**src/rtl/iso7816_3_tpdu_tracker.sv**
```systemverilog
// Passive ISO 7816-3 T=0 byte-stream tracker: follows ATR, PPS and TPDU exchanges
// from received bytes and reports negotiated parameters, expected sender and status.
//
// state    | meaning
// ---------+----------------------------------------------------
// ATR_TS   | waiting for TS
// ATR_T0   | waiting for T0 (K and first interface mask)
// ATR_IF   | consuming TAi/TBi/TCi/TDi interface bytes
// ATR_HIST | consuming K historical bytes
// ATR_TCK  | waiting for TCK
// IDLE     | between exchanges, next byte is PPSS or CLA
// PPS_REQ  | terminal PPS request
// PPS_RSP  | card PPS response
// HDR      | INS, P1, P2, P3 of a command header
// PB       | waiting for procedure byte
// DATA     | data transfer after ACK (remaining count bytes)
// NACK     | single data byte after ~INS
// SW2      | waiting for SW2
module iso7816_3_tpdu_tracker #(
   parameter int BYTES_CNT_WIDTH = 32,
   parameter bit P3_ZERO_IS_256  = 1'b1,
   parameter bit CHECK_TCK       = 1'b1
) (
   input  logic                       clk,
   input  logic                       nReset,
   input  logic                       isActivated,
   input  logic                       byteValid,
   input  logic [7:0]                 byteData,
   output logic [3:0]                 fiCode,
   output logic [3:0]                 diCode,
   output logic [7:0]                 atrFiDi,
   output logic [3:0]                 atrK,
   output logic                       atrHasTck,
   output logic                       atrCompleted,
   output logic                       tckError,
   output logic                       ppsCompleted,
   output logic                       ppsAccepted,
   output logic                       ppsError,
   output logic                       waitCardTx,
   output logic                       waitTermTx,
   output logic [7:0]                 tpduIns,
   output logic [7:0]                 tpduP3,
   output logic [15:0]                sw,
   output logic                       swValid,
   output logic                       protocolError,
   output logic [BYTES_CNT_WIDTH-1:0] bytesCnt
);

   typedef enum logic [3:0] {
      ATR_TS, ATR_T0, ATR_IF, ATR_HIST, ATR_TCK, IDLE, PPS_REQ, PPS_RSP,
      HDR, PB, DATA, NACK, SW2
   } state_t;

   typedef struct packed {
      state_t          st;
      logic [3:0]      fi;
      logic [3:0]      di;
      logic [7:0]      atrFiDi;
      logic [3:0]      atrK;
      logic            hasTck;
      logic            atrDone;
      logic            tckErr;
      logic            ppsDone;
      logic            ppsAcc;
      logic            ppsErr;
      logic [1:0]      waitTx;
      logic [7:0]      ins;
      logic [7:0]      p3;
      logic [7:0]      sw1;
      logic [15:0]     sw;
      logic            swValid;
      logic            protoErr;
      logic [3:0]      ifMask;
      logic            firstGroup;
      logic [3:0]      histRem;
      logic [7:0]      xorAcc;
      logic            ppsAllowed;
      logic [5:0][7:0] ppsReq;
      logic [2:0]      ppsIdx;
      logic [2:0]      reqLen;
      logic [2:0]      rspLen;
      logic            reqPckOk;
      logic            rspMatch;
      logic [1:0]      hdrIdx;
      logic [8:0]      remain;
   } trk_t;

   trk_t r, n;

   function automatic trk_t resetVal();
      trk_t t;
      t         = '0;
      t.st      = ATR_TS;
      t.fi      = 4'd1;
      t.di      = 4'd1;
      t.atrFiDi = 8'h11;
      return t;
   endfunction

   function automatic trk_t atrComplete(input trk_t t);
      trk_t o;
      o            = t;
      o.atrDone    = 1'b1;
      o.st         = IDLE;
      o.waitTx     = 2'b01;
      o.ppsAllowed = 1'b1;
      return o;
   endfunction

   // hasTck in t must already include the byte just consumed
   function automatic trk_t atrAfterIf(input trk_t t);
      trk_t o;
      o = t;
      if (t.atrK != 4'd0) begin
         o.st      = ATR_HIST;
         o.histRem = t.atrK;
      end else if (t.hasTck) begin
         o.st = ATR_TCK;
      end else begin
         o = atrComplete(t);
      end
      return o;
   endfunction

   function automatic logic [2:0] ppsLen(input logic [7:0] pps0);
      return 3'd3 + 3'(pps0[4]) + 3'(pps0[5]) + 3'(pps0[6]);
   endfunction

   always_ff @(posedge clk or negedge nReset) begin
      if (!nReset) r <= resetVal();
      else         r <= n;
   end

   always_ff @(posedge clk or negedge nReset) begin
      if (!nReset)        bytesCnt <= '0;
      else if (byteValid) bytesCnt <= bytesCnt + 1'b1;
   end

   always_comb begin
      n         = r;
      n.swValid = 1'b0;
      if (!isActivated) begin
         n = resetVal();
      end else begin
         if (r.st == ATR_TS || r.st == ATR_T0 || r.st == ATR_IF ||
             r.st == ATR_HIST || r.st == ATR_TCK)
            n.waitTx = 2'b10;
         if (byteValid) begin
            case (r.st)
               ATR_TS: begin
                  n.st     = ATR_T0;
                  n.xorAcc = 8'h00;
               end
               ATR_T0: begin
                  n.xorAcc     = byteData;
                  n.atrK       = byteData[3:0];
                  n.ifMask     = byteData[7:4];
                  n.firstGroup = 1'b1;
                  if (byteData[7:4] == 4'd0) n = atrAfterIf(n);
                  else                       n.st = ATR_IF;
               end
               ATR_IF: begin
                  n.xorAcc = r.xorAcc ^ byteData;
                  // interface bytes arrive in TA, TB, TC, TD order
                  if (r.ifMask[0]) begin
                     n.ifMask[0] = 1'b0;
                     if (r.firstGroup) n.atrFiDi = byteData;
                  end else if (r.ifMask[1]) begin
                     n.ifMask[1] = 1'b0;
                  end else if (r.ifMask[2]) begin
                     n.ifMask[2] = 1'b0;
                  end else begin
                     n.ifMask     = byteData[7:4];
                     n.firstGroup = 1'b0;
                     if (byteData[3:0] != 4'd0) n.hasTck = 1'b1;
                  end
                  if (n.ifMask == 4'd0) n = atrAfterIf(n);
               end
               ATR_HIST: begin
                  n.xorAcc  = r.xorAcc ^ byteData;
                  n.histRem = r.histRem - 4'd1;
                  if (r.histRem == 4'd1) begin
                     if (r.hasTck) n.st = ATR_TCK;
                     else          n = atrComplete(n);
                  end
               end
               ATR_TCK: begin
                  n.xorAcc = r.xorAcc ^ byteData;
                  if (CHECK_TCK && ((r.xorAcc ^ byteData) != 8'h00)) n.tckErr = 1'b1;
                  n = atrComplete(n);
               end
               IDLE: begin
                  n.ppsAllowed = 1'b0;
                  if (byteData == 8'hFF && r.ppsAllowed) begin
                     n.st        = PPS_REQ;
                     n.ppsReq[0] = byteData;
                     n.ppsIdx    = 3'd1;
                     n.xorAcc    = byteData;
                  end else begin
                     if (byteData == 8'hFF) n.protoErr = 1'b1;
                     n.st     = HDR;
                     n.hdrIdx = 2'd0;
                  end
               end
               PPS_REQ: begin
                  n.ppsReq[r.ppsIdx] = byteData;
                  n.xorAcc           = r.xorAcc ^ byteData;
                  n.ppsIdx           = r.ppsIdx + 3'd1;
                  if (r.ppsIdx == 3'd1) n.reqLen = ppsLen(byteData);
                  if (r.ppsIdx >= 3'd2 && r.ppsIdx == r.reqLen - 3'd1) begin
                     n.reqPckOk = ((r.xorAcc ^ byteData) == 8'h00);
                     if ((r.xorAcc ^ byteData) != 8'h00) n.ppsErr = 1'b1;
                     n.st       = PPS_RSP;
                     n.ppsIdx   = 3'd0;
                     n.xorAcc   = 8'h00;
                     n.rspMatch = 1'b1;
                     n.waitTx   = 2'b10;
                  end
               end
               PPS_RSP: begin
                  n.xorAcc = r.xorAcc ^ byteData;
                  n.ppsIdx = r.ppsIdx + 3'd1;
                  if (byteData != r.ppsReq[r.ppsIdx]) n.rspMatch = 1'b0;
                  if (r.ppsIdx == 3'd1) n.rspLen = ppsLen(byteData);
                  if (r.ppsIdx >= 3'd2 && r.ppsIdx == r.rspLen - 3'd1) begin
                     n.ppsDone = 1'b1;
                     if ((r.xorAcc ^ byteData) != 8'h00) n.ppsErr = 1'b1;
                     n.ppsAcc = r.reqPckOk && ((r.xorAcc ^ byteData) == 8'h00) &&
                                n.rspMatch && (r.rspLen == r.reqLen);
                     if (n.ppsAcc && r.ppsReq[1][4]) {n.fi, n.di} = r.ppsReq[2];
                     n.st     = IDLE;
                     n.waitTx = 2'b01;
                  end
               end
               HDR: begin
                  n.hdrIdx = r.hdrIdx + 2'd1;
                  if (r.hdrIdx == 2'd0) n.ins = byteData;
                  if (r.hdrIdx == 2'd3) begin
                     n.p3     = byteData;
                     n.remain = (byteData == 8'h00) ? (P3_ZERO_IS_256 ? 9'd256 : 9'd0)
                                                    : {1'b0, byteData};
                     n.st     = PB;
                     n.waitTx = 2'b10;
                  end
               end
               PB: begin
                  if (byteData == 8'h60) begin
                     n.st = PB;
                  end else if (byteData[7:4] == 4'h6 || byteData[7:4] == 4'h9) begin
                     n.sw1 = byteData;
                     n.st  = SW2;
                  end else if (byteData == r.ins || byteData == ~r.ins) begin
                     if (r.remain == 9'd0) begin
                        n.protoErr = 1'b1;
                     end else begin
                        n.st     = (byteData == r.ins) ? DATA : NACK;
                        n.waitTx = 2'b11;
                     end
                  end else begin
                     n.protoErr = 1'b1;
                     n.st       = IDLE;
                     n.waitTx   = 2'b01;
                  end
               end
               DATA: begin
                  n.remain = r.remain - 9'd1;
                  if (r.remain == 9'd1) begin
                     n.st     = PB;
                     n.waitTx = 2'b10;
                  end
               end
               NACK: begin
                  n.remain = r.remain - 9'd1;
                  n.st     = PB;
                  n.waitTx = 2'b10;
               end
               SW2: begin
                  n.sw      = {r.sw1, byteData};
                  n.swValid = 1'b1;
                  n.st      = IDLE;
                  n.waitTx  = 2'b01;
               end
               default: n.st = ATR_TS;
            endcase
         end
      end
   end

   assign fiCode        = r.fi;
   assign diCode        = r.di;
   assign atrFiDi       = r.atrFiDi;
   assign atrK          = r.atrK;
   assign atrHasTck     = r.hasTck;
   assign atrCompleted  = r.atrDone;
   assign tckError      = r.tckErr;
   assign ppsCompleted  = r.ppsDone;
   assign ppsAccepted   = r.ppsAcc;
   assign ppsError      = r.ppsErr;
   assign waitCardTx    = r.waitTx[1];
   assign waitTermTx    = r.waitTx[0];
   assign tpduIns       = r.ins;
   assign tpduP3        = r.p3;
   assign sw            = r.sw;
   assign swValid       = r.swValid;
   assign protocolError = r.protoErr;

endmodule

```
**config.mk**
```make
export PLATFORM = sky130hd
export DESIGN_NAME = iso7816_3_tpdu_tracker
export DESIGN_NICKNAME = d
export VERILOG_FILES = /design/src/rtl/iso7816_3_tpdu_tracker.sv
export SDC_FILE = /design/constraint.sdc
export NUM_CORES = 1
export LEC_CHECK = 0
export ABC_AREA = 1
export CORE_ASPECT_RATIO = 0.9
export CORE_MARGIN = 8
export CORE_UTILIZATION = 40
export CTS_BUF_LIST = sky130_fd_sc_hd__clkbuf_16
export DETAILED_ROUTE_END_ITERATION = 8
export GPL_ROUTABILITY_DRIVEN = 0
export PLACE_DENSITY = 0.61
export SLEW_MARGIN = 40
export SYNTH_ARGS = -nofsm -noshare
export SYNTH_HDL_FRONTEND = slang
export SYNTH_SLANG_ARGS = --single-unit
```
**constraint.sdc**
```tcl
create_clock -name clk -period 5.9 [get_ports clk]
set_clock_uncertainty 0.05 [all_clocks]
set_input_delay 1.18 -clock clk [delete_from_list [all_inputs] [get_ports clk]]
set_output_delay 1.18 -clock clk [all_outputs]
set_load 0.03 [all_outputs]
```
==> flow_summary.toml, run 1 <==
[run_status]
outcome = "finished, final reports clean"

[routing]
wl_per_cell_um = 18.32
vias_per_cell = 5.348
vias = 9658
drt_iter0_drc = 1116
routed_wl_um = 33080
antenna_left = 0
firstDrtPassIters = 6
drc = 0

[worst_setup_path]
cp_num_buf_inv = 4
cp_common_cell = "inv_2"
cp.arrival_ps = 4160
start_kind = "input port"
crit_path_max_incr_delay_ps = 480
cp_top_family = "buffers and inverters"
slowest_stage = "inv_2"
worstPathRequired_ps = 6150
worstSetupPathType = "input port to flip-flop"
crit_chain = "clkdlybuf4s50_1 -> buf_4 -> inv_2 -> nor2_2 -> inv_2 -> o21ai_2 -> a21oi_2 -> nand3b_1 -> nor2_1 -> a21oi_1"
crit_fanout = 27
worstSetupEndpointType = "flip-flop"

[cells_and_area]
final_core_utilization = 0.4595
area_growth_pct = 14.05
multiInputGateArea_um2 = 4992
fillCellCount = 2753
n_antenna_cell = 0
seq_area_um2 = 4861
nets = 1460
drive_gt1_frac = 0.08921

[die]
rows = 58
core-area_um2 = 27650
dieArea_um2 = 33460
ios = 106
initial_core_util = 0.4029
die_w_um = 191.9
fp.dieH_um = 174.3

[cts]
clock-sinks = 194
ctsHoldBuffers = 0
clkTransAtPathRegs_ps = 80
cts_buffers = 17
post_cts_buffers = 0
cts_root_buf = "clkbuf_16"
cts.repair.resized = 0
worst_skew_pair.late_latency_ps = 450
clk_path_buf_depth = 2
htreeDepth = 4
cts_tree = "yes"

[yosys]
ys_ff_latch = 194
async_flop_share = 1.000
synth_nets = 1414
synth_ff_type = "dfrtp_1"
syn_inst = 1387
yosys-top-cells-area = "dfrtp_1, nand2_1, inv_1"
yosysTopAreaCell = "dfrtp_1"
yosysUniqueCellTypes = 57
synth_top_area_share = 0.4268
yosysWarnings = 0
yosysSeqAreaShare = 0.4362
synth-edff-count = 0
synth_area_um2 = 11140
avgSynthCellArea_um2 = 8.032

[global_route]
grt_start_max_net_pins = 116
grt_first_pass_wirelength_um = 52560
antenna_found_initial = 0
grt_usage = 0.1991
grt_pass1_vias = 9355
gr-total-overflow = 0

[hold_path]
hp-class = "flip-flop to flip-flop"

[job]
drv_cap = 0

[placement]
hpwlAfterDp_um = 23990
port-buffer-count = 105

[sta]
max_freq_ghz = 0.2557
worstMarginPinSlew_ps = 784.0
hold_violations = 0
report.final.slew_viol_count = 0
finalCriticalPeriod_ps = 3910
finalSetupViolCount = 0
tns_ps = 0
worst_slew_margin_rel = 0.4768
rsz0062_at_grt = "false"
period_share = 0.6628

[pwr]
peakVddDrop_uv = 248.5
p_leak_uw = 0.005978
power_density_nw_per_um2 = 268.3
## logic make-up (layout without fill, tap and decap cells)
logic type	Yosys count	in the layout	synth area share
fa+ha+maj	15	15	0.01685
flops	194	194	0.4362
simple gates	600	600	0.2466
compound gates	243	243	0.1305
buf+inv	270	329	0.1169
xor+xnor	57	57	0.04481
mux	8	8	0.008087
## sequential cells by signal (all words and copies together) (netlist names), 8 cells and up
name      count
tpduP3        8
bytesCnt     32
tpduIns       8
r           100
sw           16
atrFiDi       8
## cell usage after synthesis (all sizes together) (2+ instances only)
library cell / instances
xnor2: 20
a21boi: 2
ha: 15
inv: 187
dfstp: 4
nor2: 148
o31ai: 6
nand3b: 2
nand2: 294
o2111ai: 3
nand4: 32
o211ai: 7
or2: 3
nor4: 8
nand3: 85
o21ai: 101
a21oi: 47
a211oi: 4
a22o: 6
mux2: 8
o22ai: 56
dfrtp: 190
nor3: 27
o221ai: 2
clkbuf: 6
xor2: 37
buf: 77
a31oi: 5
## metrics by stage
step                      instances  area (um^2)  hold slack (ps)  total power (uW)  setup slack [ps]
final                          1806        12710            418.1              3408              1990
after global placement         1774        12090            405.2              2247              1770
after detailed placement       1774        12100            408.8              2253              1659
after global routing           1806        12710            439.8              3575              1886
after CTS                      1806        12690            421.3              3437              2121
after floorplan                1387        11140            392.6              2011              3295
## where the power goes
part           total, uW  switching (uW)  internal (uW)  leakage (uW)
logic                729             486            243       0.00310
clock network       1170             571            604      0.000292
registers           1500            87.4           1420       0.00259
total               3410            1140           2260       0.00598
## cells in the final DEF, fill, tap and decap left out, types with 9 or more instances in the layout
cell type          n
inv_1            167
dfrtp_1          189
nand3_1           81
nand2_1          285
nor3_1            24
nand4_1           31
inv_2             20
o21ai_1            9
clkdlybuf4s50_1  104
nor2_2            16
xor2_1            37
clkbuf_16         18
o22ai_1           56
o21ai_0           88
nor2_1           125
ha_1              15
xnor2_1           20
a21oi_1           40
## worst register-to-register path, stage by stage (launching register included)
cell	delay, ps
dfrtp_1	370
buf_4	260
inv_2	480
nand2_1	110
nand3_1	130
nand2_1	120
nor2_1	120
nor2_1	50
nor2_1	110
nand3_1	80
nor2_1	200
nand4_2	140
nand2_4	150
nand2_4	100
nand2_1	70
nand2_1	40
## final cells by class
| class | count | share of cell area |
|---|---|---|
| Multi-Input combinational cell | 923 | 0.3929 |
| Sequential cell | 194 | 0.3826 |
| Timing Repair Buffer | 110 | 0.08685 |
| Inverter | 187 | 0.05564 |
| Tap cell | 360 | 0.03545 |
| Clock buffer | 17 | 0.03348 |
| Clock inverter | 15 | 0.01310 |
## layer usage
layer / global-route usage / vias to the layer above / part of all wire
li1: - / 4612 / -
met2: 0.3046 / 379 / 0.45
met5: 0 / - / 0
met1: 0.2731 / 4597 / 0.44
met4: 0.06955 / 0 / 0.027
met3: 0.04367 / 70 / 0.081
## final timing paths
check                                            from                      to  slack, ps  cells after the start
worst min register to register  diCode[0]$_DFFE_PN1P_   diCode[0]$_DFFE_PN1P_        420                      2
min in group asynchronous                      nReset       r[67]$_DFFE_PN0P_        590                      1
worst max-delay path                      isActivated      r[110]$_DFFE_PN0P_       1990                     10
max in group asynchronous                      nReset  atrFiDi[0]$_DFFE_PN1P_       4050                      2
worst min-delay path            diCode[0]$_DFFE_PN1P_   diCode[0]$_DFFE_PN1P_        420                      2
worst max register to register      r[19]$_DFFE_PN0P_   diCode[1]$_DFFE_PN0P_       3210                     15
Note: power is estimated with default switching activity, not from simulation.
==> inputs of run 2 (changes only) <==
Clock period 5.9 ns to 3.8 ns, I/O delays scaled along.
==> run 2 against run 1 <==
  * First-iteration DRC count is 19% lower
  * Via count is 0.90% higher
  * Combinational power is 59% higher
  * Critical path type unchanged
==> flow_summary.toml, run 2 (synthesis results as in run 1) <==
[run_status]
outcome = "finished, final reports clean"

[sta]
setup_slack_ps = 964.1
finalSetupViolCount = 0
worst_slew_margin_rel = 0.5149
worstMarginPinSlew_ps = 722.8
period_share = 0.7463
hold_violations = 0
rsz0062_at_grt = "false"
tns_ps = 0
whs_ps = 282.8
finalCriticalPeriod_ps = 2836
max_freq_ghz = 0.3526
report.final.slew_viol_count = 0

[routing]
antenna_left = 0
drc = 0
routed_wl_um = 33630
wl_per_cell_um = 18.40
vias_per_cell = 5.331
drt_iter0_drc = 901
firstDrtPassIters = 6
vias = 9745

[worst_setup_path]
slowest_stage = "clkdlybuf4s50_1"
crit_fanout = 11
ff2ff_setup_slack_ps = 1150
worstPathRequired_ps = 4120
worstSetupPathType = "input port to flip-flop"
cp-startpoint = "byteValid"
r2r_cells = 15
cp_num_buf_inv = 3
start_kind = "input port"
r2r-end = "diCode[1]$_DFFE_PN0P_"
cp.arrival_ps = 3160
crit_path_max_incr_delay_ps = 720
endpoint = "atrFiDi[0]$_DFFE_PN1P_"
cp_top_family = "compound AO/OA/AOI/OAI gates"
crit_chain = "clkdlybuf4s50_1 -> inv_2 -> o41ai_2 -> o21ai_1 -> inv_1 -> nor2_1 -> a31oi_1"
worstSetupEndpointType = "flip-flop"
regToRegStartpoint = "r[21]$_DFFE_PN0P_"
crit_cells = 7

[cts]
clkTransAtPathRegs_ps = 80
ctsHoldBuffers = 0
cts.repair.resized = 0
cts_buffers = 17
worst_skew_pair.late_latency_ps = 460
cts_tree = "yes"
htreeDepth = 4
post_cts_buffers = 0
clk_path_buf_depth = 2
cts_root_buf = "clkbuf_16"
clock-sinks = 194

[cells_and_area]
largest_reg_flops = 100
mostFrequentLayoutCells = "nand2_1, dfrtp_1, inv_1"
regMostFlops = "r"
fin_area_um2 = 12880
drive_gt1_frac = 0.09946
n_antenna_cell = 0
nets = 1482
area_growth_pct = 15.58
mostFrequentLayoutCell = "nand2_1"

[die]
fp.dieH_um = 174.3
rows = 58
core-area_um2 = 27650
initial_core_util = 0.4029
ios = 106
dieArea_um2 = 33460
die_w_um = 191.9

[pwr]
p_leak_uw = 0.006084
peakVddDrop_uv = 313.9
power_density_nw_per_um2 = 414.3
power_uw = 5335

[global_route]
grt_pass1_vias = 9458
grt_start_max_net_pins = 92
grt_first_pass_wirelength_um = 53450
grt_usage = 0.2021
antenna_found_initial = 0
gr-total-overflow = 0

[placement]
port-buffer-count = 105
place_area_um2 = 12280
hpwlAfterDp_um = 24900
pre_cts_ws_ps = 547.0

[job]
drv_cap = 0

[hold_path]
hp-class = "input port to asynchronous set/reset pin"
run 2: changes by cell type in the layout (fill, tap and decap cells not counted), moves of 2 or more:
cell and change:
buf_12 +2, buf_4 +20, clkinv_4 -2, nor2_1 +4, nor2_2 -4
run 2: layer usage:
layer | global-route usage | up-vias | wire, um
met5 | 0 | - | 0
met4 | 0.07564 | 0 | 1015
met2 | 0.3052 | 378 | 15010
met1 | 0.2819 | 4654 | 14960
met3 | 0.03906 | 65 | 2639
li1 | - | 4648 | -
run 2: power by group:
group	switching [uW]	internal, uW	leakage (uW)
registers	140	2200	0.00259
logic	765	393	0.00321
clock network	898	938	0.000285
run 2: worst min path at each step:
stage,end,cells after the start,slack (ps)
floorplan,diCode[0]$_DFFE_PN1P_,2,390
global placement,diCode[0]$_DFFE_PN1P_,2,400
detailed placement,fiCode[2]$_DFFE_PN0P_,2,410
CTS,r[43]$_DFFE_PN0P_,1,360
global route,r[43]$_DFFE_PN0P_,1,350
finish,r[43]$_DFFE_PN0P_,1,280
run 2: area by class of cell:
cell class / count / area [um^2]
Sequential cell: 194 / 4861
Multi-Input combinational cell: 923 / 4979
Fill cell: 2756 / 14770
Tap cell: 360 / 450.4
Clock inverter: 15 / 170.2
Timing Repair Buffer: 132 / 1284
Inverter: 187 / 706.9
Clock buffer: 17 / 425.4
run 2: per-stage QoR:
| stage | std cells | utilization |
|---|---|---|
| final | 1828 | 0.4657 |
| after global routing | 1828 | 0.4657 |
| after CTS | 1828 | 0.4657 |
| after detailed placement | 1796 | 0.4441 |
| after global placement | 1796 | 0.4441 |
| after floorplan | 1387 | - |
==> inputs of run 3 (changes only) <==
Settings changed: PLACE_DENSITY 0.61 to 0.63.
Clock period 3.8 ns to 2.6 ns, I/O delays scaled along.
==> run 3 against run 2 <==
  * Power rose by 49%
  * Combinational power up 57%
  * Via count rose by 2.0%
  * Sequential power up 46%
  * Final cell count is 4.8% higher
  * Critical path depth is 4 higher
  * Count of clock-buffer cells in the layout stayed put
  * Clock power is 48% higher
  * Critical endpoint is now waitCardTx$_DFF_PN0_
  * Largest cell class unchanged
==> flow_summary.toml, run 3 (synthesis results as in run 1) <==
[run_status]
outcome = "finished, final reports clean"

[global_route]
grt_start_max_net_pins = 56
antenna_found_initial = 0
gr-total-overflow = 0
grt_usage = 0.2086
grt_pass1_vias = 9794
grt_first_pass_wirelength_um = 54570

[sta]
worst_slew_margin_rel = 0.5474
worstMarginPinSlew_ps = 674.4
period_share = 0.9091
report.final.slew_viol_count = 0
max_freq_ghz = 0.4231
rsz0062_at_grt = "false"
setup_slack_ps = 236.3
hold_violations = 0
finalCriticalPeriod_ps = 2364
finalSetupViolCount = 0

[worst_setup_path]
worstSetupEndpointType = "flip-flop"
r2r_cells = 11
slowest_stage = "clkdlybuf4s50_1"
start_kind = "input port"
crit_chain = "clkdlybuf4s50_1 -> buf_4 -> xnor2_1 -> nand2_1 -> nor3_1 -> nand4_1 -> nand2_1 -> nand3_1 -> o21ai_0 -> a21oi_1 -> nor2_1"
cp-startpoint = "byteData[7]"
worstPathRequired_ps = 2930
cp.arrival_ps = 2700
ff2ff_setup_slack_ps = 260
cp_num_buf_inv = 2
cp_common_cell = "nand2_1"
worstSetupPathType = "input port to flip-flop"
crit_fanout = 6
cp_top_family = "buffers and inverters"
regToRegStartpoint = "r[158]$_DFFE_PN0P_"
crit_path_max_incr_delay_ps = 660
crit_cells = 11
r2r-end = "r[85]$_DFFE_PN0P_"
endpoint = "waitCardTx$_DFF_PN0_"

[routing]
drt_iter0_drc = 1037
vias_per_cell = 5.187
drc = 0
wl_per_cell_um = 18.03
vias = 9938
antenna_left = 0
routed_wl_um = 34540
firstDrtPassIters = 6

[cells_and_area]
final_core_utilization = 0.4899
area_growth_pct = 21.57
nets = 1570
mostFrequentLayoutCell = "nand2_1"
drive_gt1_frac = 0.1491
mostFrequentLayoutCells = "nand2_1, dfrtp_1, inv_1"
multiInputGateArea_um2 = 4979
regMostFlops = "r"
largest_reg_flops = 100
seq_area_um2 = 4860
fillCellCount = 2664
n_antenna_cell = 0

[die]
initial_core_util = 0.4029
dieArea_um2 = 33460
core-area_um2 = 27650
die_w_um = 191.9
rows = 58
fp.dieH_um = 174.3
ios = 106

[placement]
hpwlAfterDp_um = 26150
port-buffer-count = 105
pre_cts_ws_ps = -161.6

[cts]
htreeDepth = 4
cts_buffers = 17
post_cts_buffers = 0
clock-sinks = 194
cts_root_buf = "clkbuf_16"
cts_tree = "yes"
clkTransAtPathRegs_ps = 80
clk_path_buf_depth = 2
worst_skew_pair.late_latency_ps = 450

[pwr]
peakVddDrop_uv = 487.9
switchingPower_uw = 2696
p_int_uw = 5271
power_density_nw_per_um2 = 588.3
power_uw = 7967
switching_share = 0.3384
p_clk_frac = 0.342
sequentialPowerShare = 0.429
p_leak_uw = 0.006520
p_comb_frac = 0.228

[hold_path]
hp-class = "flip-flop to flip-flop"

[job]
drv_cap = 0
==> run 3: how the worst min path moves through the flow <==
stage                               start                       end  slack (ps)  cells past startpoint
floorplan                          nReset  atrCompleted$_DFFE_PN0P_         170                      0
global placement    diCode[0]$_DFFE_PN1P_     diCode[0]$_DFFE_PN1P_         410                      2
detailed placement  fiCode[0]$_DFFE_PN1P_     fiCode[0]$_DFFE_PN1P_         410                      2
CTS                 fiCode[0]$_DFFE_PN1P_     fiCode[0]$_DFFE_PN1P_         420                      2
global route        fiCode[0]$_DFFE_PN1P_     fiCode[0]$_DFFE_PN1P_         440                      2
finish              fiCode[0]$_DFFE_PN1P_     fiCode[0]$_DFFE_PN1P_         420                      2
==> run 3: cell type report <==
class	count	area share
clock buffers	17	0.03141
clock inverters	15	0.01219
inverters	187	0.05219
multi-input cells	923	0.3676
flip-flops and latches	194	0.3588
well taps	360	0.03326
repair buffers	220	0.1446
==> run 3: layer usage <==
layer  vias up  routed length, um  GRT usage
met5         -                  0          0
met4         0                962    0.06923
met3        60               2449    0.04487
met2       328              15380     0.3199
met1      4715              15750     0.2873
li1       4835                  -          -
==> run 3: tightest hold or removal path, delay by kind of cell, from the launching register on <==
family	cells	cell delay (ps)
and+or+nand+nor	2	90
DFF	1	380
==> run 3: stage by stage <==
step / instance area [um^2] / std cells / hold WS, ps / setup TNS (ps)
2_1_floorplan: 11140 / 1387 / 174.4 / 0
3_3_place_gp: 12940 / 1883 / 408.1 / -810.6
3_5_place_dp: 12940 / 1883 / 410.9 / -2047
4_1_cts: 13540 / 1916 / 423.3 / 0
5_1_grt: 13540 / 1916 / 436.2 / 0
6_report: 13540 / 1916 / 424.3 / 0
==> run 3: what timing repair did <==
| action | in CTS | in global routing |
|---|---|---|
| resized for setup | 0 | 0 |
| hold buffers | 1 | 0 |
| hold endpoints to repair | 2 | 0 |
| setup endpoints to repair | 0 | 0 |
==> run 3: power by group through the flow <==
stage,combinational [uW],clock (uW),sequential [uW]
floorplan,1010,0,3550
global route,1990,2920,3450
detailed placement,1810,0,3470
global placement,1790,0,3470
CTS,1820,2790,3420
finish,1820,2730,3420
==> variant: new RTL, flow settings as in run 3 <==
Set the parameter `P3_ZERO_IS_256` to 1'b0 (it was 1'b1).
--- a/src/rtl/iso7816_3_tpdu_tracker.sv
+++ b/src/rtl/iso7816_3_tpdu_tracker.sv
@@ -18,7 +18,7 @@
 // SW2      | waiting for SW2
 module iso7816_3_tpdu_tracker #(
    parameter int BYTES_CNT_WIDTH = 32,
-   parameter bit P3_ZERO_IS_256  = 1'b1,
+   parameter bit P3_ZERO_IS_256  = 1'b0,
    parameter bit CHECK_TCK       = 1'b1
 ) (
    input  logic                       clk,
Check against the original RTL: not settled (the Yosys comparison gave no result); the edit may change what the design does.
==> variant against run 3 <==
  * Synthesized area is 0.95% lower
  * Power shrank 4.4%
  * Die area shrank 0.87%
  * Design area decreased by 0.96%
  * Setup slack got worse by 0.030 ns
  * Final cell count decreased by 0.78%
  * Sequential cell count did not move
  * Synthesized cell count is 0.22% lower
  * Wire length decreased by 4.9%
==> variant: results (changes against run 3) <==
status finished, final reports clean; H-tree depth 4 (unchanged); XOR/XNOR share of the synthesized area 4.445% (-0.036 points); largest net degree at the start of global routing 60 (+7.1%); post-synthesis sequential area ratio 44.04% (+0.42 points); placed cell areas 12890 µm² (-0.45%); Worst-Skew Late Latency 0.45 ns (about the same); total track usage 19.70% (-1.2 points); critical register-to-register path endpoint diCode[3]; most frequent cells after synthesis nand2_1, dfrtp_1, inv_1; mux cell area share after synthesis 0.2041% (-0.60 points); Max FO, Critical Path 19 (+13); Reg with most FFs r; Via density 5.261 (+1.4%); final hold slack 0.01247 ns (-0.4118 ns); initial drt markers 843 (-19%); Yosys Warn Count 0 (unchanged); share of the synthesized area in the top cell type 43.09% (+0.41 points); port bufs 105 (unchanged); DRT Pass-1 Iters 6 (unchanged); asr flop ratio synth 100.0% (unchanged); syn nets 1411 (-0.21%); critical path arrival 2.67 ns (-0.03 ns); vias in the first global route 9459 (-3.4%); Hold Crit Class input port to async pin; number of distinct library cells after synthesis 59 (+3.5%); setup slack, reg-to-reg 0.21 ns (-0.05 ns); pre-CTS setup slack -0.1605 ns (+0.001088 ns); top cells by area, synth dfrtp_1, nand2_1, inv_1; worst-margin pin slew 0.6126 ns (-0.06175 ns); area share of fa/ha/maj cells after synthesis 1.701% (+0.016 points); Clock Tree Root clkbuf_16; max FFs per register 100 (unchanged); initial antenna violation count 0 (unchanged); Clock Path Buffers 2 (unchanged); Ant. Diodes 0 (unchanged); detailed placer's ending HPWL 24820 µm (-5.1%); worst r2r src r[21]; Synth Area in Compound Gates 13.37% (+0.32 points); drt wl/cell 17.28 µm (-4.1%); Leak Pwr 6.236 nW (-4.4%); TritonCTS Buffers 17 (unchanged); CTS clk-pin slew, worst paths 0.07 ns; Final #Nets 1562 (-0.51%); Register-to-Register Path Depth 14 (+3); first-pass GRT wire length 52320 µm (-4.1%); layout cells sized above 1 13.90% (-1.0 points); worst vdd ir 0.4537 mV (-7.0%)
-- variant: cell types whose count changed in the layout (fill, tap and decap cells not counted), moves of 4 or more --
cell      change
o31ai_1       -4
a21oi_1      +13
buf_4        -12
inv_8         -6
nand2_1       -9
mux2_2        -6
nand2_4       -4
buf_12        +4
clkinv_2      +4
inv_1         +8
nand4_1       +7
-- variant: worst max path at each step --
stage | startpoint | to | slack, ns
floorplan | bytesCnt[0] | bytesCnt[20] | 0.43
global placement | byteData[6] | r[161] | -0.14
detailed placement | byteData[6] | r[160] | -0.16
CTS | r[20] | diCode[1] | 0.15
global route | r[21] | diCode[1] | 0.02
finish | r[21] | diCode[3] | 0.21
-- variant: cell families after synthesis --
group                    Yosys count
AND/OR/NAND/NOR                  591
buffers and inverters            278
AO/OA/AOI/OAI                    248
flip-flops                       194
XOR/XNOR                          56
adder cells (fa/ha/maj)           15
multiplexers                       2
-- variant: power breakdown --
group | switching, mW | leakage, nW | internal, mW
registers | 0.198 | 2.58 | 3.22
clock network | 1.22 | 0.257 | 1.22
logic | 1.12 | 3.40 | 0.650
total | 2.54 | 6.24 | 5.08
-- variant: repair_timing --
action                                  CTS  global route
buffers inserted                          0             0
resized for setup                         0             5
endpoints found under the setup margin    0             8
-- variant: layout make-up --
type                       instances  area, µm²
timing repair buffer             212       1949
inverter                         198      753.2
tap                              354      442.9
sequential                       194       4861
fill                            2611      13620
clock inverter                    14      92.59
multi-input combinational        912       4890
clock buffer                      17      425.4
-- variant: routing by layer --
metal	up-vias	share of wire, %	track usage, %
met2	354	43	28.87
li1	4804	-	-
met4	0	2.5	6.923
met1	4784	47	28.14
met3	59	7.3	4.224
met5	-	0	0
-- variant: per-stage QoR --
stage | instances | power (mW)
global route | 1901 | 7.977
finish | 1901 | 7.619
floorplan | 1384 | 4.541
global placement | 1870 | 5.206
CTS | 1901 | 7.676
detailed placement | 1870 | 5.226
-- variant: critical path, stage by stage, from the launching register on --
cell	delay, ns
dfrtp_1	0.51
inv_6	0.22
nor2_8	0.08
nand3_1	0.08
nand2_1	0.06
nor2_1	0.20
nor2_1	0.06
nor2_1	0.12
nand3_1	0.11
nor2_2	0.19
nand4_1	0.16
nand2_2	0.21
nand2_4	0.11
nand2_1	0.07
nand2_1	0.05
